`src/rtl/cook_sequencer.sv`:
```
// cook_sequencer: microwave keypad entry, BCD countdown, door/pause FSM and magnetron duty control
module cook_sequencer #(
  parameter int TICK_DIV    = 50_000_000,
  parameter int DONE_BEEP_S = 3
) (
  input  logic       clk,
  input  logic       rst,
  input  logic [9:0] keyboard,
  input  logic       start,
  input  logic       stop,
  input  logic       clear,
  input  logic       door_closed,
  input  logic [3:0] power_lvl,
  output logic [3:0] minutos,
  output logic [3:0] dezenas,
  output logic [3:0] unidades,
  output logic       mag_on,
  output logic       beep,
  output logic [2:0] state
);
  localparam int DW = TICK_DIV > 1 ? $clog2(TICK_DIV) : 1;
  localparam int BW = DONE_BEEP_S > 1 ? $clog2(DONE_BEEP_S) : 1;

  typedef enum logic [2:0] {
    IDLE    = 3'd0,
    ENTRY   = 3'd1,
    COOKING = 3'd2,
    PAUSED  = 3'd3,
    DONE    = 3'd4
  } state_t;

  state_t        state_q;
  logic [3:0]    min_q, ten_q, one_q;
  logic [3:0]    phase_q, pwr_q;
  logic [DW-1:0] div_q;
  logic [BW-1:0] bcnt_q;
  logic [9:0]    kb_q;
  logic          beep_q;

  logic          key_press, tick, time_nz, dec_zero;
  logic [3:0]    digit, min_dec, ten_dec, one_dec, pwr_sel, phase_inc;

  // Decode the keypad edge, the 1 s tick and the next BCD countdown value
  always_comb begin
    digit = 4'd0;
    for (int i = 0; i < 10; i++) digit = keyboard[i] ? 4'(i) : digit;
    key_press = $onehot(keyboard) && kb_q == 10'd0;
    tick      = (state_q == COOKING || state_q == DONE) && div_q == DW'(TICK_DIV - 1);
    time_nz   = {min_q, ten_q, one_q} != 12'd0;
    one_dec   = one_q != 4'd0 ? one_q - 4'd1 : 4'd9;
    ten_dec   = one_q != 4'd0 ? ten_q : ten_q != 4'd0 ? ten_q - 4'd1 : 4'd5;
    min_dec   = (one_q != 4'd0 || ten_q != 4'd0) ? min_q : min_q - 4'd1;
    dec_zero  = {min_dec, ten_dec, one_dec} == 12'd0;
    pwr_sel   = (power_lvl == 4'd0 || power_lvl > 4'd10) ? 4'd10 : power_lvl;
    phase_inc = phase_q == 4'd9 ? 4'd0 : phase_q + 4'd1;
  end

  // Main controller: event priority is clear, door open, stop, start, tick, digit
  always_ff @(posedge clk) begin
    if (rst) begin
      state_q <= IDLE;
      min_q   <= 4'd0;
      ten_q   <= 4'd0;
      one_q   <= 4'd0;
      div_q   <= '0;
      bcnt_q  <= '0;
      phase_q <= 4'd0;
      pwr_q   <= 4'd10;
      kb_q    <= 10'd0;
      beep_q  <= 1'b0;
    end else begin
      kb_q <= keyboard;
      if (clear) begin
        state_q <= IDLE;
        min_q   <= 4'd0;
        ten_q   <= 4'd0;
        one_q   <= 4'd0;
        phase_q <= 4'd0;
        beep_q  <= 1'b0;
      end else begin
        case (state_q)
          IDLE, ENTRY: begin
            if (stop) begin
              state_q <= IDLE;
              min_q   <= 4'd0;
              ten_q   <= 4'd0;
              one_q   <= 4'd0;
            end else if (start) begin
              if (door_closed && time_nz) begin
                state_q <= COOKING;
                div_q   <= '0;
                pwr_q   <= pwr_sel;
                phase_q <= 4'd0;
              end
            end else if (key_press) begin
              state_q <= ENTRY;
              min_q   <= ten_q;
              ten_q   <= one_q;
              one_q   <= digit;
            end
          end
          COOKING: begin
            if (!door_closed || stop) begin
              state_q <= PAUSED;
            end else if (tick) begin
              min_q   <= min_dec;
              ten_q   <= ten_dec;
              one_q   <= one_dec;
              phase_q <= phase_inc;
              div_q   <= '0;
              if (dec_zero) begin
                state_q <= DONE;
                bcnt_q  <= '0;
                beep_q  <= 1'b1;
              end
            end else begin
              div_q <= div_q + DW'(1);
            end
          end
          PAUSED: begin
            if (stop) begin
              state_q <= IDLE;
              min_q   <= 4'd0;
              ten_q   <= 4'd0;
              one_q   <= 4'd0;
            end else if (start && door_closed && time_nz) begin
              state_q <= COOKING;
              div_q   <= '0;
              pwr_q   <= pwr_sel;
            end
          end
          DONE: begin
            if (key_press || start || stop) begin
              state_q <= IDLE;
              beep_q  <= 1'b0;
            end else if (tick) begin
              div_q <= '0;
              if (bcnt_q == BW'(DONE_BEEP_S - 1)) begin
                state_q <= IDLE;
                beep_q  <= 1'b0;
              end else begin
                bcnt_q <= bcnt_q + BW'(1);
              end
            end else begin
              div_q <= div_q + DW'(1);
            end
          end
          default: state_q <= IDLE;
        endcase
      end
    end
  end

  assign mag_on   = state_q == COOKING && door_closed && phase_q < pwr_q;
  assign minutos  = min_q;
  assign dezenas  = ten_q;
  assign unidades = one_q;
  assign beep     = beep_q;
  assign state    = state_q;
endmodule

```
`config.mk`:
```
export PLATFORM = sky130hd
export DESIGN_NAME = cook_sequencer
export DESIGN_NICKNAME = d
export VERILOG_FILES = /design/src/rtl/cook_sequencer.sv
export SDC_FILE = /design/constraint.sdc
export NUM_CORES = 1
export LEC_CHECK = 0
export ABC_AREA = 1
export CAP_MARGIN = 0
export CELL_PAD_IN_SITES_DETAIL_PLACEMENT = 0
export CELL_PAD_IN_SITES_GLOBAL_PLACEMENT = 1
export CORE_MARGIN = 8
export CORE_UTILIZATION = 42
export DETAILED_ROUTE_END_ITERATION = 12
export HOLD_SLACK_MARGIN = 0.1
export PLACE_DENSITY_LB_ADDON = 0.1
export SETUP_SLACK_MARGIN = 0.1
export SLEW_MARGIN = 20
export SYNTH_ARGS = -nofsm -noshare
export SYNTH_HDL_FRONTEND = slang
export SYNTH_SLANG_ARGS = --single-unit
```
`constraint.sdc`:
```
create_clock -name clk -period 4.7 [get_ports clk]
set_input_delay 0.47 -clock clk [delete_from_list [all_inputs] [get_ports clk]]
set_output_delay 0.47 -clock clk [all_outputs]
set_load 0.02 [all_outputs]
```
# Word-level counts from Yosys, hierarchy flattened
# Cells that the tools add are included.
# word_totals
register_bits	62
elab_cells	174
inputBits	20
# op_classes
n_mux	82
n_lt_le_gt_ge	2
n_addsub	15
n_eq_ne	29
reduce_logical	35
bitwise_logic	1
# ops
cell	count
2-to-1 mux 26 bit	8
2-to-1 mux 4 bit	34
one-hot mux 26 bit (4 select lines)	1
2-to-1 mux 3 bit	16
one-hot mux 4 bit (3 select lines)	3
adder 26 x 1 -> 26 bit (second input constant)	1
equality test 26 bit (second input constant)	1
inequality test 2 bit (second input constant)	12
AND reduction 6 bit	3
2-to-1 mux 2 bit	8
one-hot mux 4 bit (2 select lines)	2
inequality test 3 bit (second input constant)	5
AND reduction 7 bit	2
logical NOT 12 bit	1
one-hot mux 3 bit (4 select lines)	1
nonzero test 12 bit	1
nonzero test 4 bit	3
subtractor 4 x 1 -> 4 bit (second input constant)	3
adder 1 x 1 -> 2 bit	5
logical NOT 10 bit	1
AND reduction 9 bit	1
inequality test 4 bit (second input constant)	2
AND reduction 8 bit	1
logical AND 1 bit	7
other kinds (26)	42

# Depth between registers and ports, before layout
# Gate-level depths: netlist of the first run.
# depth
depth_word	13
mapped_depth	20
mapped_depth_nobuf	20

# Least setup slack after synthesis of the first run
# Ideal clock, no wire load.
# synth_timing
kind	input to register
startpoint	input port keyboard[0]
endpoint	register div_q[2]
t_arrival_ns	3.647
slack_ns	0.925
t_required_ns	4.572
stages	17
cell_sequence	fa_1 fa_1 inv_1 fa_1 inv_1 ha_1 inv_1 fa_1 nand3_1 nor2_1 nand3_1 nand2_1 a21boi_2 nand2_8 buf_4 o21ai_0 nor2_1
# synth_between
elab_chain_len	10
# synth_lines
item	line	text
from (decl)	8	input logic [9:0] keyboard,
adder 1 x 1 -> 2 bit (implied by the code)	47	key_press = $onehot(keyboard) && kb_q == 10'd0;
adder 2 x 2 -> 3 bit (implied by the code)	47	
adder 3 x 3 -> 4 bit (implied by the code)	47	
adder 4 x 2 -> 4 bit (implied by the code)	47	
equality test 4 x 1 -> 1 bit	47	
logical AND 1 bit	47	
logical OR 1 bit (2 in series)	133	if (key_press || start || stop) begin
inequality test 2 bit (no line)	n/a	
AND reduction 9 bit (no line)	n/a	
to (signal assigned)	117	div_q <= div_q + DW'(1);
to (signal assigned)	145	div_q <= div_q + DW'(1);
to (decl)	35	logic [DW-1:0] div_q;
# No other way between the ends.
# A chain may end at the register's enable or synchronous reset.

# Worst setup path after layout of the first run
# layout_timing
startpoint	input port keyboard[5]
endpoint	register div_q[7]
# Same word-level chain as after synthesis.

==> results.cfg, run 1 <==
[status]
status = completed

[layout]
nFillCells = 1177
syn2layout_area_growth_pct = 13.8
drive_gt1_share_pct = 11.0
antenna_cells = 0
fin_nets = 779
final_cells = 887

[synth]
synth_nets = 744
ys_ff_latch = 62
synthArstFlopShare_pct = 0
synth_area_um2 = 4530
synth_enable_flop_cells = 0
syn-mean-instance-area_um2 = 6.40
synth_ff_type = dfxtp_1
syn_inst = 707
yosysSeqAreaShare_pct = 27.4
ys_types = 49
ys_warn_count = 0

[drt]
dr_total_vias = 4437
dr.pass1.iters = 4
vias_per_cell = 5.00
ant_nets = 0
drt_drc_violations_left = 0
routedWlPerCell_um = 13.5
drtIter0Drc = 341
routed_wl_um = 12000

[global_routing]
grt_pass1_wl_um = 20600
grt_start_max_net_pins = 31
grt_pass1_vias = 4353
grt.total_usage_pct = 17.3
antenna_found_initial = 0
grt_overflow_total = 0

[power_and_ir_drop]
seqPwrFrac_pct = 42.5
power_frac_comb_pct = 26.1
ir_drop_v = 0.000129
clkPwrFrac_pct = 31.4
switching_share_pct = 35.4
p_switching_uw = 475
power_density_nw_per_um2 = 260
total_power_mw = 1.34
p_int_uw = 865
p_leak_nw = 2.09

[timing]
fin_crit_ns = 4.19
slew_violations = 0
setup_viol = 0
fin_crit_sh_pct = 89.1
setup_tns_ns = 0
hold_violations = 0
rsz0062_at_grt = no
fin_skew_ns = 0.00745
slew_headroom_pct = 55.0
tightest_slew_ns = 0.672
setup_slack_ns = 0.514
fmax_mhz = 239

[clock_tree]
cts_max_path_buffers = 2
holdBufCountCts = 0
clkSinkCount = 62
cts_tree = built
root_buffer = clkbuf_8
cts_inserted_buffers = 9
cts_setup_buffers = 0
cts_resized = 0
insertion_delay_ns = 0.35
ctsHtreeMaxLevel = 3
clkTransAtPathRegs_ns = 0.08

[critical_path]
crit_arrival_ns = 4.47
worst-path-max-fanout = 18
endpoint_kind = flop
cp.required_ns = 4.99
setup.worst_path.class = input pin to flop
critPathLaunchType = input pin

[die]
die_h_um = 120
fp.dieW_um = 120
die_area_um2 = 14400
start_util_pct = 42.3
rows = 38
io_pins = 37
core_um2 = 10700

[place]
place_inst = 871
port_buffers = 36
post-place-ws_ns = 0.125
gp_congestion = 0.906
hpwl_um = 9140

[hold_path]
hp-class = flop to flop

[job]
drv_cap = 0
-- power by group through the flow --
stage                     logic (mW)  registers [mW]  clock network (mW)
after global placement         0.347           0.581                   0
after floorplan                0.253           0.586                   0
after detailed placement       0.351           0.582                   0
after CTS                      0.354           0.570               0.437
final                          0.350           0.569               0.421
after global routing           0.400           0.573               0.456
-- logic make-up (layout without fill, tap and decap cells) --
group,after synthesis,in the layout,share of synthesized area [%]
flip-flops,62,62,27.4
XOR/XNOR,13,13,2.51
buffers and inverters,118,158,10.8
AO/OA/AOI/OAI,92,92,12.5
AND/OR/NAND/NOR,405,405,41.1
adder cells (fa/ha/maj),17,17,5.69
-- final cells by class --
cell class                      instances  area (um^2)  share of cell area (%)
Multi-Input combinational cell        527         2800                    54.3
Clock buffer                           10          128                    2.48
Inverter                              103          392                    7.60
Clock inverter                          6         38.8                   0.752
Sequential cell                        62         1240                    24.1
Timing Repair Buffer                   39          383                    7.43
Tap cell                              140          175                    3.40
-- flip-flops by register name, summed over array words and instances, names as in the netlist --
signal,cells
kb_q,10
dezenas,4
unidades,4
bcnt_q,2
pwr_q,4
state,3
div_q,26
beep,1
minutos,4
phase_q,4
-- Yosys cell counts, types with 3 or more instances --
cell / count / area, um^2
a21oi_1: 30 / 150
a21oi_2: 12 / 105
a31oi_1: 3 / 18.8
buf_2: 6 / 30.0
buf_6: 4 / 45.0
dfxtp_1: 62 / 1240
fa_1: 6 / 120
ha_1: 11 / 138
inv_1: 91 / 342
inv_2: 10 / 37.5
nand2_1: 178 / 668
nand2_2: 10 / 62.6
nand2_4: 3 / 33.8
nand3_1: 43 / 215
nand3_2: 3 / 30.0
nand4_1: 12 / 75.1
nor2_1: 108 / 405
nor2_2: 5 / 31.3
nor2_4: 4 / 45.0
nor3_1: 21 / 105
nor3b_1: 3 / 22.5
o21ai_0: 27 / 135
o21ai_1: 5 / 25.0
o22ai_1: 6 / 37.5
or2_2: 4 / 25.0
xnor2_1: 3 / 26.3
xor2_1: 10 / 87.6
-- metal layers --
layer,global-route usage (%),up-vias,wire length (um)
met5,0,-,0
met4,5.78,0,181
met3,4.09,16,466
li1,-,2312,-
met2,28.9,63,5680
met1,21.5,2046,5680
-- critical path, stage by stage --
cell	delay, ns
clkdlybuf4s50_1	0.48
fa_1	0.52
fa_1	0.49
inv_1	0.05
fa_1	0.48
inv_1	0.04
ha_1	0.19
inv_1	0.07
fa_1	0.40
nand3_1	0.09
nor2_1	0.04
nand3_1	0.12
nand2_1	0.12
a21boi_2	0.29
nand2_8	0.11
buf_4	0.22
nand2_1	0.08
nand2_1	0.05
a21oi_1	0.14
-- cells in the final DEF (no fill, tap or decap), types with 21 or more instances in the layout --
cell             count
clkdlybuf4s50_1     36
nand3_1             43
inv_1               91
a21oi_1             30
nand2_1            178
nor3_1              21
o21ai_0             27
nor2_1             108
dfxtp_1             62
-- path summary, 6_finish.rpt --
check	startpoint	to	slack [ns]	cells past startpoint
hold reg to reg	beep	beep	0.48	2
setup reg to reg	div_q[0]	div_q[17]	2.53	10
hold / removal	beep	beep	0.48	2
setup / recovery	keyboard[5]	div_q[7]	0.51	19
-- stage by stage --
step / utilization, % / hold WS (ns) / instance area (um^2)
2_1_floorplan: - / 0.442 / 4530
3_3_place_gp: 46.6 / 0.458 / 4990
3_5_place_dp: 46.6 / 0.467 / 4990
4_1_cts: 48.2 / 0.478 / 5150
5_1_grt: 48.2 / 0.511 / 5150
6_report: 48.2 / 0.477 / 5150
Note: power is estimated with default switching activity, not from simulation.
==> run 2: changes to the inputs <==
--- a/config.mk
+++ b/config.mk
@@ -9,6 +9,7 @@
 export CAP_MARGIN = 0
 export CELL_PAD_IN_SITES_DETAIL_PLACEMENT = 0
 export CELL_PAD_IN_SITES_GLOBAL_PLACEMENT = 1
+export CORE_ASPECT_RATIO = 0.9
 export CORE_MARGIN = 8
 export CORE_UTILIZATION = 42
 export DETAILED_ROUTE_END_ITERATION = 12
==> results.cfg, run 2 (synthesis gave the netlist of run 1 again) <==
[power_and_ir_drop]
power_frac_comb_pct = 23.1
p_leak_nw = 2.13
total_power_mw = 1.52
switching_share_pct = 31.6
p_int_mw = 1.04
ir_drop_v = 0.000152
p_switching_uw = 480
seqPwrFrac_pct = 37.5
clkPwrFrac_pct = 39.4
power_density_nw_per_um2 = 290

[hold_path]
hold_path_end = beep
hold_depth = 2
hp-class = flop to flop
hold_path_startpoint = beep

[global_routing]
grt_pass1_wl_um = 20300
grt.total_usage_pct = 17.3
grt_start_max_net_pins = 31
grt_pass1_vias = 4194
antenna_found_initial = 0
grt_overflow_total = 0

[critical_path]
r2r-end = div_q[17]
reg2reg_slack_ns = 2.45
cp.required_ns = 4.92
critPathLaunchType = input pin
worst-path-max-fanout = 27
timing.rr.start = div_q[0]
crit_chain = clkdlybuf4s50_1 > fa_1 > fa_1 > inv_1 > fa_1 > inv_1 > ha_1 > inv_1 > fa_1 > nand3_1 > nor2_1 > nand3_1 > nand2_1 > a21boi_2 > nand2_8 > inv_6 > nand2_1 > nand2_1 > nor2_1
cp_common_cell = fa_1
crit_slowest_cell = fa_1
slowest_delay_ns = 0.52
setup.worst_path.class = input pin to flop
reg2reg_depth = 10
endpoint_kind = flop
crit_arrival_ns = 4.47

[drt]
dr_total_vias = 4455
routedWlPerCell_um = 13.5
vias_per_cell = 5.07
drtIter0Drc = 270
drt_drc_violations_left = 0
ant_nets = 0
highest_layer = met4
dr_wl_met3_um = 602
routed_wl_um = 11900
wl_met2_um = 5060
m1WireLength_um = 6060
dr.pass1.iters = 5

[die]
io_pins = 37
core_um2 = 10700
fp.dieW_um = 125
start_util_pct = 42.4
rows = 36
die_h_um = 115
die_area_um2 = 14400

[clock_tree]
cts_inserted_buffers = 9
ctsHtreeMaxLevel = 3
holdBufCountCts = 0
cts_tree = built
cts_max_path_buffers = 2
cts_setup_buffers = 0
cts_resized = 0
root_buffer = clkbuf_16
insertion_delay_ns = 0.33
clkTransAtPathRegs_ns = 0.05
clkSinkCount = 62

[timing]
fin_skew_ns = 0.0107
setup_tns_ns = 0
hold_slack_ns = 0.461
tightest_slew_ns = 0.638
fmax_mhz = 235
fin_crit_ns = 4.25
fin_crit_sh_pct = 90.4
setup_viol = 0
slew_violations = 0
hold_violations = 0
rsz0062_at_grt = no
slew_headroom_pct = 57.3

[layout]
reg_top3 = div_q (26), kb_q (10)
drive_gt1_share_pct = 10.6
largest_register = div_q
final_util_pct = 49.1
fin_nets = 779
final_common_cell = nand2_1
final_cells = 878
largest_reg_flops = 26
antenna_cells = 0
syn2layout_area_growth_pct = 15.6
final_cell_mix = nand2_1, nor2_1, inv_1

[place]
port_buffers = 36
place_inst = 864
hpwl_um = 9020
gp_congestion = 0.862

[status]
status = completed

[job]
drv_cap = 0
[run 2: changes by cell type in the layout (fill, tap and decap cells not counted), sizes merged]
cell,before,now
clkbuf,10,12
clkinv,5,3
clkinvlp,2,0
[run 2: metal layers]
metal | track usage (%) | up-vias
met5 | 0 | -
met3 | 4.05 | 11
met4 | 6.56 | 0
met2 | 26.2 | 106
li1 | - | 2327
met1 | 23.1 | 2011
[run 2: worst max-delay path by stage]
stage	startpoint	end	slack (ns)	cells after the start
floorplan	keyboard[0]	div_q[2]	0.92	17
global placement	keyboard[0]	div_q[20]	0.16	19
detailed placement	keyboard[0]	div_q[1]	0.07	19
CTS	keyboard[0]	div_q[1]	0.41	19
global route	keyboard[0]	div_q[3]	0.18	19
finish	keyboard[0]	div_q[1]	0.45	19
[run 2: worst max-delay path, delay by kind of cell]
family / cells / cell delay, ns
simple gates: 8 / 0.74
fa+ha+maj: 5 / 2.12
compound gates: 1 / 0.30
buf+inv: 5 / 0.83
[run 2: metrics by stage]
stage / setup WS (ns) / instance area [um^2]
after CTS: 0.409 / 5240
after global placement: 0.158 / 4980
after global routing: 0.180 / 5240
after detailed placement: 0.0730 / 4980
after floorplan: 0.925 / 4530
final: 0.450 / 5240
[run 2: power groups by stage]
| stage | logic (mW) | clock network (mW) | registers, mW |
|---|---|---|---|
| global route | 0.403 | 0.641 | 0.574 |
| finish | 0.351 | 0.598 | 0.571 |
| CTS | 0.355 | 0.616 | 0.571 |
| detailed placement | 0.354 | 0 | 0.582 |
| global placement | 0.348 | 0 | 0.581 |
| floorplan | 0.253 | 0 | 0.586 |
[run 2: final cells by class]
type / count / area [um^2]
Inverter: 103 / 392
Timing Repair Buffer: 39 / 383
Fill cell: 1135 / 5440
Multi-Input combinational cell: 527 / 2800
Clock inverter: 2 / 10.0
Tap cell: 133 / 166
Clock buffer: 12 / 246
Sequential cell: 62 / 1240
